$ cat src/rtl/scmp_bus_ctl.sv
// Bus controller behind the scmp core: turns ADS/RD/WR strobe sequences into one
// req/ack memory transaction with wait states, timeout abort and core hold.
module scmp_bus_ctl #(
  parameter int WAIT_STATES = 0,
  parameter int TIMEOUT     = 255
) (
  input  logic        clk,
  input  logic        rst_n,
  input  logic [11:0] addr,
  input  logic [7:0]  D_o,
  input  logic        ADS_n,
  input  logic        RD_n,
  input  logic        WR_n,
  output logic [7:0]  D_i,
  output logic        hold,
  output logic        bus_err,
  output logic [11:0] mem_addr,
  output logic [7:0]  mem_wdata,
  output logic        mem_we,
  output logic        mem_req,
  input  logic        mem_ack,
  input  logic [7:0]  mem_rdata
);

  typedef enum logic [2:0] {
    S_IDLE = 3'd0,
    S_ADDR = 3'd1,
    S_RD   = 3'd2,
    S_WR   = 3'd3,
    S_WAIT = 3'd4,
    S_DONE = 3'd5
  } state_t;

  localparam logic [3:0] WS_LOAD  = 4'(WAIT_STATES);
  localparam logic [7:0] TMO_LAST = 8'(TIMEOUT - 1);
  localparam logic       HAS_WAIT = (WAIT_STATES > 0);

  state_t      state_r, state_nxt_s;
  logic [7:0]  tmo_cnt_r, tmo_cnt_nxt_s;
  logic [3:0]  ws_cnt_r, ws_cnt_nxt_s;
  logic [7:0]  d_i_nxt_s, mem_wdata_nxt_s;
  logic [11:0] mem_addr_nxt_s;
  logic        hold_nxt_s, bus_err_nxt_s, mem_we_nxt_s, mem_req_nxt_s;
  logic        ack_s, tmo_s, strb_rel_s;

  // Ack on the same edge as the last timeout cycle still counts as success.
  assign ack_s      = mem_req & mem_ack;
  assign tmo_s      = (tmo_cnt_r == TMO_LAST);
  assign strb_rel_s = RD_n & WR_n;

  // State register
  always_ff @(posedge clk or negedge rst_n) begin
    if (!rst_n) begin
      state_r <= S_IDLE;
    end else begin
      state_r <= state_nxt_s;
    end
  end

  // Next-state decode
  always_comb begin
    state_nxt_s = state_r;
    case (state_r)
      S_IDLE: if (!ADS_n) state_nxt_s = S_ADDR; else state_nxt_s = S_IDLE;
      S_ADDR: begin
        if (!ADS_n)     state_nxt_s = S_ADDR;
        else if (!RD_n) state_nxt_s = S_RD;
        else if (!WR_n) state_nxt_s = S_WR;
        else            state_nxt_s = S_ADDR;
      end
      S_RD, S_WR: begin
        if (ack_s)      state_nxt_s = HAS_WAIT ? S_WAIT : S_DONE;
        else if (tmo_s) state_nxt_s = S_DONE;
        else            state_nxt_s = state_r;
      end
      S_WAIT: if (ws_cnt_r <= 4'd1) state_nxt_s = S_DONE; else state_nxt_s = S_WAIT;
      // One strobe yields one transaction: wait for both strobes to release.
      S_DONE: begin
        if (strb_rel_s && !ADS_n) state_nxt_s = S_ADDR;
        else if (strb_rel_s)      state_nxt_s = S_IDLE;
        else                      state_nxt_s = S_DONE;
      end
      default: state_nxt_s = S_IDLE;
    endcase
  end

  // Next values of registered outputs and counters
  always_comb begin
    d_i_nxt_s       = D_i;
    hold_nxt_s      = hold;
    bus_err_nxt_s   = 1'b0;
    mem_addr_nxt_s  = mem_addr;
    mem_wdata_nxt_s = mem_wdata;
    mem_we_nxt_s    = mem_we;
    mem_req_nxt_s   = mem_req;
    tmo_cnt_nxt_s   = tmo_cnt_r;
    ws_cnt_nxt_s    = ws_cnt_r;
    case (state_r)
      S_IDLE: if (!ADS_n) mem_addr_nxt_s = addr; else mem_addr_nxt_s = mem_addr;
      S_ADDR: begin
        if (!ADS_n) begin
          mem_addr_nxt_s = addr;
        end else if (!RD_n) begin
          mem_req_nxt_s = 1'b1;
          mem_we_nxt_s  = 1'b0;
          hold_nxt_s    = 1'b1;
          tmo_cnt_nxt_s = 8'd0;
        end else if (!WR_n) begin
          mem_wdata_nxt_s = D_o;
          mem_req_nxt_s   = 1'b1;
          mem_we_nxt_s    = 1'b1;
          hold_nxt_s      = 1'b1;
          tmo_cnt_nxt_s   = 8'd0;
        end else begin
          mem_addr_nxt_s = mem_addr;
        end
      end
      S_RD, S_WR: begin
        if (ack_s) begin
          mem_req_nxt_s = 1'b0;
          ws_cnt_nxt_s  = WS_LOAD;
          if (state_r == S_RD) d_i_nxt_s = mem_rdata; else d_i_nxt_s = D_i;
        end else if (tmo_s) begin
          mem_req_nxt_s = 1'b0;
          bus_err_nxt_s = 1'b1;
          if (state_r == S_RD) d_i_nxt_s = 8'hFF; else d_i_nxt_s = D_i;
        end else begin
          tmo_cnt_nxt_s = tmo_cnt_r + 8'd1;
        end
      end
      S_WAIT: ws_cnt_nxt_s = ws_cnt_r - 4'd1;
      S_DONE: begin
        hold_nxt_s = 1'b0;
        if (strb_rel_s && !ADS_n) mem_addr_nxt_s = addr; else mem_addr_nxt_s = mem_addr;
      end
      default: hold_nxt_s = 1'b0;
    endcase
  end

  // Output and counter registers
  always_ff @(posedge clk or negedge rst_n) begin
    if (!rst_n) begin
      D_i       <= 8'h00;
      hold      <= 1'b0;
      bus_err   <= 1'b0;
      mem_addr  <= 12'h000;
      mem_wdata <= 8'h00;
      mem_we    <= 1'b0;
      mem_req   <= 1'b0;
      tmo_cnt_r <= 8'd0;
      ws_cnt_r  <= 4'd0;
    end else begin
      D_i       <= d_i_nxt_s;
      hold      <= hold_nxt_s;
      bus_err   <= bus_err_nxt_s;
      mem_addr  <= mem_addr_nxt_s;
      mem_wdata <= mem_wdata_nxt_s;
      mem_we    <= mem_we_nxt_s;
      mem_req   <= mem_req_nxt_s;
      tmo_cnt_r <= tmo_cnt_nxt_s;
      ws_cnt_r  <= ws_cnt_nxt_s;
    end
  end

endmodule

$ cat config.mk
export PLATFORM = sky130hd
export DESIGN_NAME = scmp_bus_ctl
export DESIGN_NICKNAME = d
export VERILOG_FILES = /design/src/rtl/scmp_bus_ctl.sv
export SDC_FILE = /design/constraint.sdc
export NUM_CORES = 1
export LEC_CHECK = 0
export ABC_AREA = 1
export CORE_AREA = 2 2 71 73
export DETAILED_ROUTE_END_ITERATION = 6
export DIE_AREA = 0 0 73 75
export GPL_TIMING_DRIVEN = 0
export PLACE_DENSITY = 0.82
export SYNTH_ARGS = -nofsm -noshare
export SYNTH_HDL_FRONTEND = slang
export SYNTH_SLANG_ARGS = --single-unit
$ cat constraint.sdc
create_clock -name clk -period 2.81 [get_ports clk]
set_clock_uncertainty 0.2 [all_clocks]
set_input_delay 0.7025 -clock clk [delete_from_list [all_inputs] [get_ports clk]]
set_output_delay 0.7025 -clock clk [all_outputs]
set_load 0.005 [all_outputs]
# == Yosys cells after proc, flatten, opt, wreduce, memory -nomap -nowiden ==
# Index checks and enable logic that the tools add are counted.
# classes
magnitude_cmp,1
bitwise,4
reduce_logical,18
eq_ne,15
n_addsub,2
mux,36
# op_table
op,count
$mux W8,9
$mux W12,2
$pmux W12 S2,1
$pmux W8 S2,1
$pmux W3 S5,1
$ne A2 B2 Y1 const B,7
$mux W3,4
$reduce_and A3 Y1,4
$mux W1,11
$add A8 B1 Y8 const B,1
$eq A8 B8 Y1 const B,1
$pmux W4 S2,1
$reduce_and A4 Y1,2
$reduce_bool A2 Y1,4
$eq A3 B2 Y1 const B,2
$eq A3 B3 Y1 const B,2
$mux W2,3
$ne A3 B3 Y1 const B,2
$reduce_and A5 Y1,1
$le A4 B1 Y1 const B,1
$mux W4,1
$pmux W1 S2,2
$reduce_or A2 Y1,2
$reduce_or A4 Y1,1
8 further kinds,10
# totals
in_bits,34
reg_bits,47
elab_cells,86

# == Logic depth before layout (Yosys ltp) ==
# logic_depth
ltp_word,4
depth_mapped,10

# == Least setup slack after synthesis ==
# Ideal clock, no wire load.
# synth_timing
path_kind,input to register
from,input port ADS_n
to,register mem_addr[10]
required_time_ns,2.493
slack_ns,1.030
path_buffers,2
arrival_ns,1.463
cell_stages,7
path_cell_list,nor2_1 -> o21ai_0 -> or2_1 -> buf_6 -> buf_6 -> nand2_1 -> o21ai_2
# synth_between
elab_chain_len,4
elab_cells_between_ends,5
# synth_rtl
element,line_no,rtl
from (decl),11,"input logic ADS_n,"
$logic_not A1 Y1,134,if (strb_rel_s && !ADS_n) mem_addr_nxt_s = addr; else mem_addr_nxt_s = mem_addr;
$logic_and A1 B1 Y1,134,
$ne A2 B2 Y1 (no source line),n/a,
$reduce_and A3 Y1 (no source line) (*),n/a,
to (signal assigned),156,mem_addr <= mem_addr_nxt_s;
to (decl),17,"output logic [11:0] mem_addr,"
# Mark *: on every way between the ends. The rest lies on a longest branch, timed or not.
# A chain may end at the register's enable or synchronous reset.

# == Worst setup path in the final report ==
# layout_timing
from,register mem_req
to,output port mem_req
# layout_rtl
element,line_no,rtl
from (decl),20,"output logic mem_req,"
from (signal assigned),159,mem_req <= mem_req_nxt_s;
# No word-level cell between the ends.

==> flow_summary.json <==
{
  "run_status": "complete, no violations",
  "synth_commonest_cells": "76 x sky130_fd_sc_hd__nand2_1, 47 x sky130_fd_sc_hd__dfrtp_1, 32 x sky130_fd_sc_hd__inv_1",
  "crit_buf_inv": 1,
  "path_max_fanout": 3,
  "dp_hpwl_mm": 3.48,
  "finalWirelength_mm": 4.72,
  "finalCritPeriodShare_pct": 74.5,
  "initial_util_pct": 49.3,
  "grt_util_all_layers_pct": 19.0,
  "reg2reg_from": "tmo_cnt_r[0]",
  "dieWidth_um": 73,
  "drc": 0,
  "cts-root-to-sink-buffers": 2,
  "cts.sinks": 47,
  "slack_of_the_critical_path_ns": 0.716,
  "diodes": 0,
  "endpoint_kind": "output port",
  "ir_drop_v": 0.000545,
  "cts.htree.levels": 2,
  "hold_viol_final": 0,
  "count_of_hold_fix_buffers_inserted_at_cts": 0,
  "post_drt_wl_per_cell_um": 12.0,
  "synth.yosys.seq_area_share_pct": 51.2,
  "vias_per_cell": 4.91,
  "grt_pass1_vias": 1883,
  "cts_post_setup_buffers_inserted": 0,
  "ctsResizeCount": 0,
  "synth-warning-count": 0,
  "postSynthRegisterBits": 47,
  "number_of_antenna_violations_at_the_first_check_in_global_routing": 0,
  "first_pass_iters": 4,
  "synth.cell_area_um2": 2300,
  "port_buffers": 65,
  "rr_endpoint": "D_i[0]",
  "floorplan.io_pins": 66,
  "worst-r2r-cell-count": 10,
  "totalPowerFinal_w": 0.00282,
  "max_freq_mhz": 478,
  "tritoncts.num_buffers": 5,
  "clk_pin_slew_worst_paths_ns": 0.09,
  "die_h_um": 75,
  "clock_tree.root_cell": "sky130_fd_sc_hd__clkbuf_8",
  "std_cell_rows": 25,
  "synth_top_area_share_pct": 51.2,
  "ys_types": 22,
  "fin_nets": 377,
  "maxCapViolations": 0,
  "area_growth_syn_to_layout_pct": 36.0,
  "crit_path_max_incr_delay_ns": 0.51,
  "worstSkewPairLatency_ns": 0.30,
  "synth.avg_cell_area_um2": 8.63,
  "power.static_leakage_nw": 1.49,
  "stdcell_area_um2": 3120,
  "drive_above_1_share_pct": 12.6,
  "critPathTopFamily": "buffers and inverters",
  "area_of_the_multi_input_gates_um2": 927,
  "post-route-min-period_ns": 2.09,
  "mappedNetlistNets": 304,
  "synth.area.top_cells": "sky130_fd_sc_hd__dfrtp_1 51%, sky130_fd_sc_hd__nand2_1 12%, sky130_fd_sc_hd__o21ai_2 7.6%, sky130_fd_sc_hd__inv_1 5.2%, sky130_fd_sc_hd__nor2_1 4.3%",
  "num_vias": 1934,
  "reg_to_reg_setup_timing_slack_ns": 1.04,
  "fillers": 400,
  "cp_cell_sequence": "clkdlybuf4s50_1",
  "setup_repair_after_global_routing_missed_its_margin": "no",
  "place.gp.congestion": 0.831,
  "most_frequent_cell_after_synthesis": "sky130_fd_sc_hd__nand2_1",
  "seqCellArea_um2": 1180,
  "ant_nets": 0,
  "preCtsSetupSlack_ns": 0.453,
  "dominantRegCellSynth": "sky130_fd_sc_hd__dfrtp_1",
  "die_area_um2": 5480,
  "floorplan.core_area_um2": 4660,
  "worst_slew_pin_slew_ns": 0.585,
  "timing.final.setup_violations": 0,
  "timing.final.max_slew_violations": 0,
  "required_ns": 1.91,
  "synth_edf_count": 0,
  "cell_area_after_placement_um2": 3040,
  "grt_first_pass_wirelength_mm": 8.14,
  "postSynthCellCount": 266,
  "criticalPathCategory": "reg -> out",
  "cp_data_arrival_time_ns": 1.19,
  "synthArstFlopShare_pct": 100,
  "slew-limit-headroom_pct": 61.0,
  "grt_remaining_overflow": 0,
  "timing.critical_path.slowest_stage_cell": "sky130_fd_sc_hd__clkdlybuf4s50_1",
  "largest_net_degree_at_the_start_of_global_routing": 25,
  "tritoncts_clock_tree": "yes",
  "yosysTopAreaCell": "sky130_fd_sc_hd__dfrtp_1",
  "start_kind": "register",
  "cellPowerDensity_nw_per_um2": 903,
  "drt_iter0_markers": 82,
  "hp-class": "in -> async"
}
[cell families after synthesis]
group,after synthesis,share of synthesized area (%)
adder cells (fa/ha/maj),4,2.18
flip-flops,47,51.2
AND/OR/NAND/NOR,133,24.4
AO/OA/AOI/OAI,40,12.7
buffers and inverters,39,8.39
XOR/XNOR,3,1.14
[worst max-delay path by stage]
stage,startpoint,to,slack [ns],cells past startpoint
floorplan,ADS_n,mem_addr[10],1.03,7
global placement,rst_n,D_i[5],-0.50,1
detailed placement,RD_n,mem_addr[5],0.45,9
CTS,mem_req,mem_req,0.71,1
global route,ADS_n,mem_addr[5],0.65,8
finish,mem_req,mem_req,0.72,1
[per-stage QoR]
stage,util [%],cells,setup TNS [ns],hold WS (ns)
2_1_floorplan,-,266,0,0.207
3_3_place_gp,64.7,385,-23.43,0.256
3_5_place_dp,65.2,386,0,0.265
4_1_cts,67.0,394,0,0.208
5_1_grt,67.0,394,0,0.234
6_report,67.0,394,0,0.191
[state kept, by name, indices dropped and copies added (netlist names)]
signal and cells:
state_r 3, mem_we 1, bus_err 1, hold 1, mem_wdata 8, mem_addr 12
D_i 8, mem_req 1, tmo_cnt_r 8, ws_cnt_r 4
[report_power, final]
part | internal [W] | switching, W
sequential | 0.000953 | 0.000178
clock | 0.000174 | 0.000230
combinational | 0.000706 | 0.000580
total | 0.00183 | 0.000988
[cell usage in the layout, fill, tap and decap left out, types with 4 or more instances in the layout]
cell type                          n
sky130_fd_sc_hd__nand2_1          76
sky130_fd_sc_hd__clkdlybuf4s50_1  64
sky130_fd_sc_hd__dfrtp_1          47
sky130_fd_sc_hd__inv_1            32
sky130_fd_sc_hd__nor2_1           26
sky130_fd_sc_hd__o21ai_2          20
sky130_fd_sc_hd__nand3_1          18
sky130_fd_sc_hd__o21ai_0          11
sky130_fd_sc_hd__nand2_2           5
sky130_fd_sc_hd__a21oi_1           5
sky130_fd_sc_hd__clkbuf_8          5
sky130_fd_sc_hd__nor3_1            4
sky130_fd_sc_hd__buf_6             4
sky130_fd_sc_hd__ha_1              4
[layer usage]
metal / up-vias / routed length [um] / GRT usage, % / part of all wire, %
met5: - / 0 / 0 / 0
met4: 0 / 63 / 6.17 / 1.3
met3: 7 / 326 / 5.22 / 6.9
met2: 60 / 2230 / 33.4 / 47
met1: 893 / 2100 / 22.5 / 44
li1: 974 / - / - / -
[layout make-up]
class,instances,area share [%]
Clock inverter,2,0.401
Timing Repair Buffer,66,21.6
Inverter,32,3.85
Sequential cell,47,37.7
Tap cell,54,2.16
Buffer,7,2.32
Multi-Input combinational cell,180,29.7
Clock buffer,6,2.32
(Power assumes the default switching activity.)
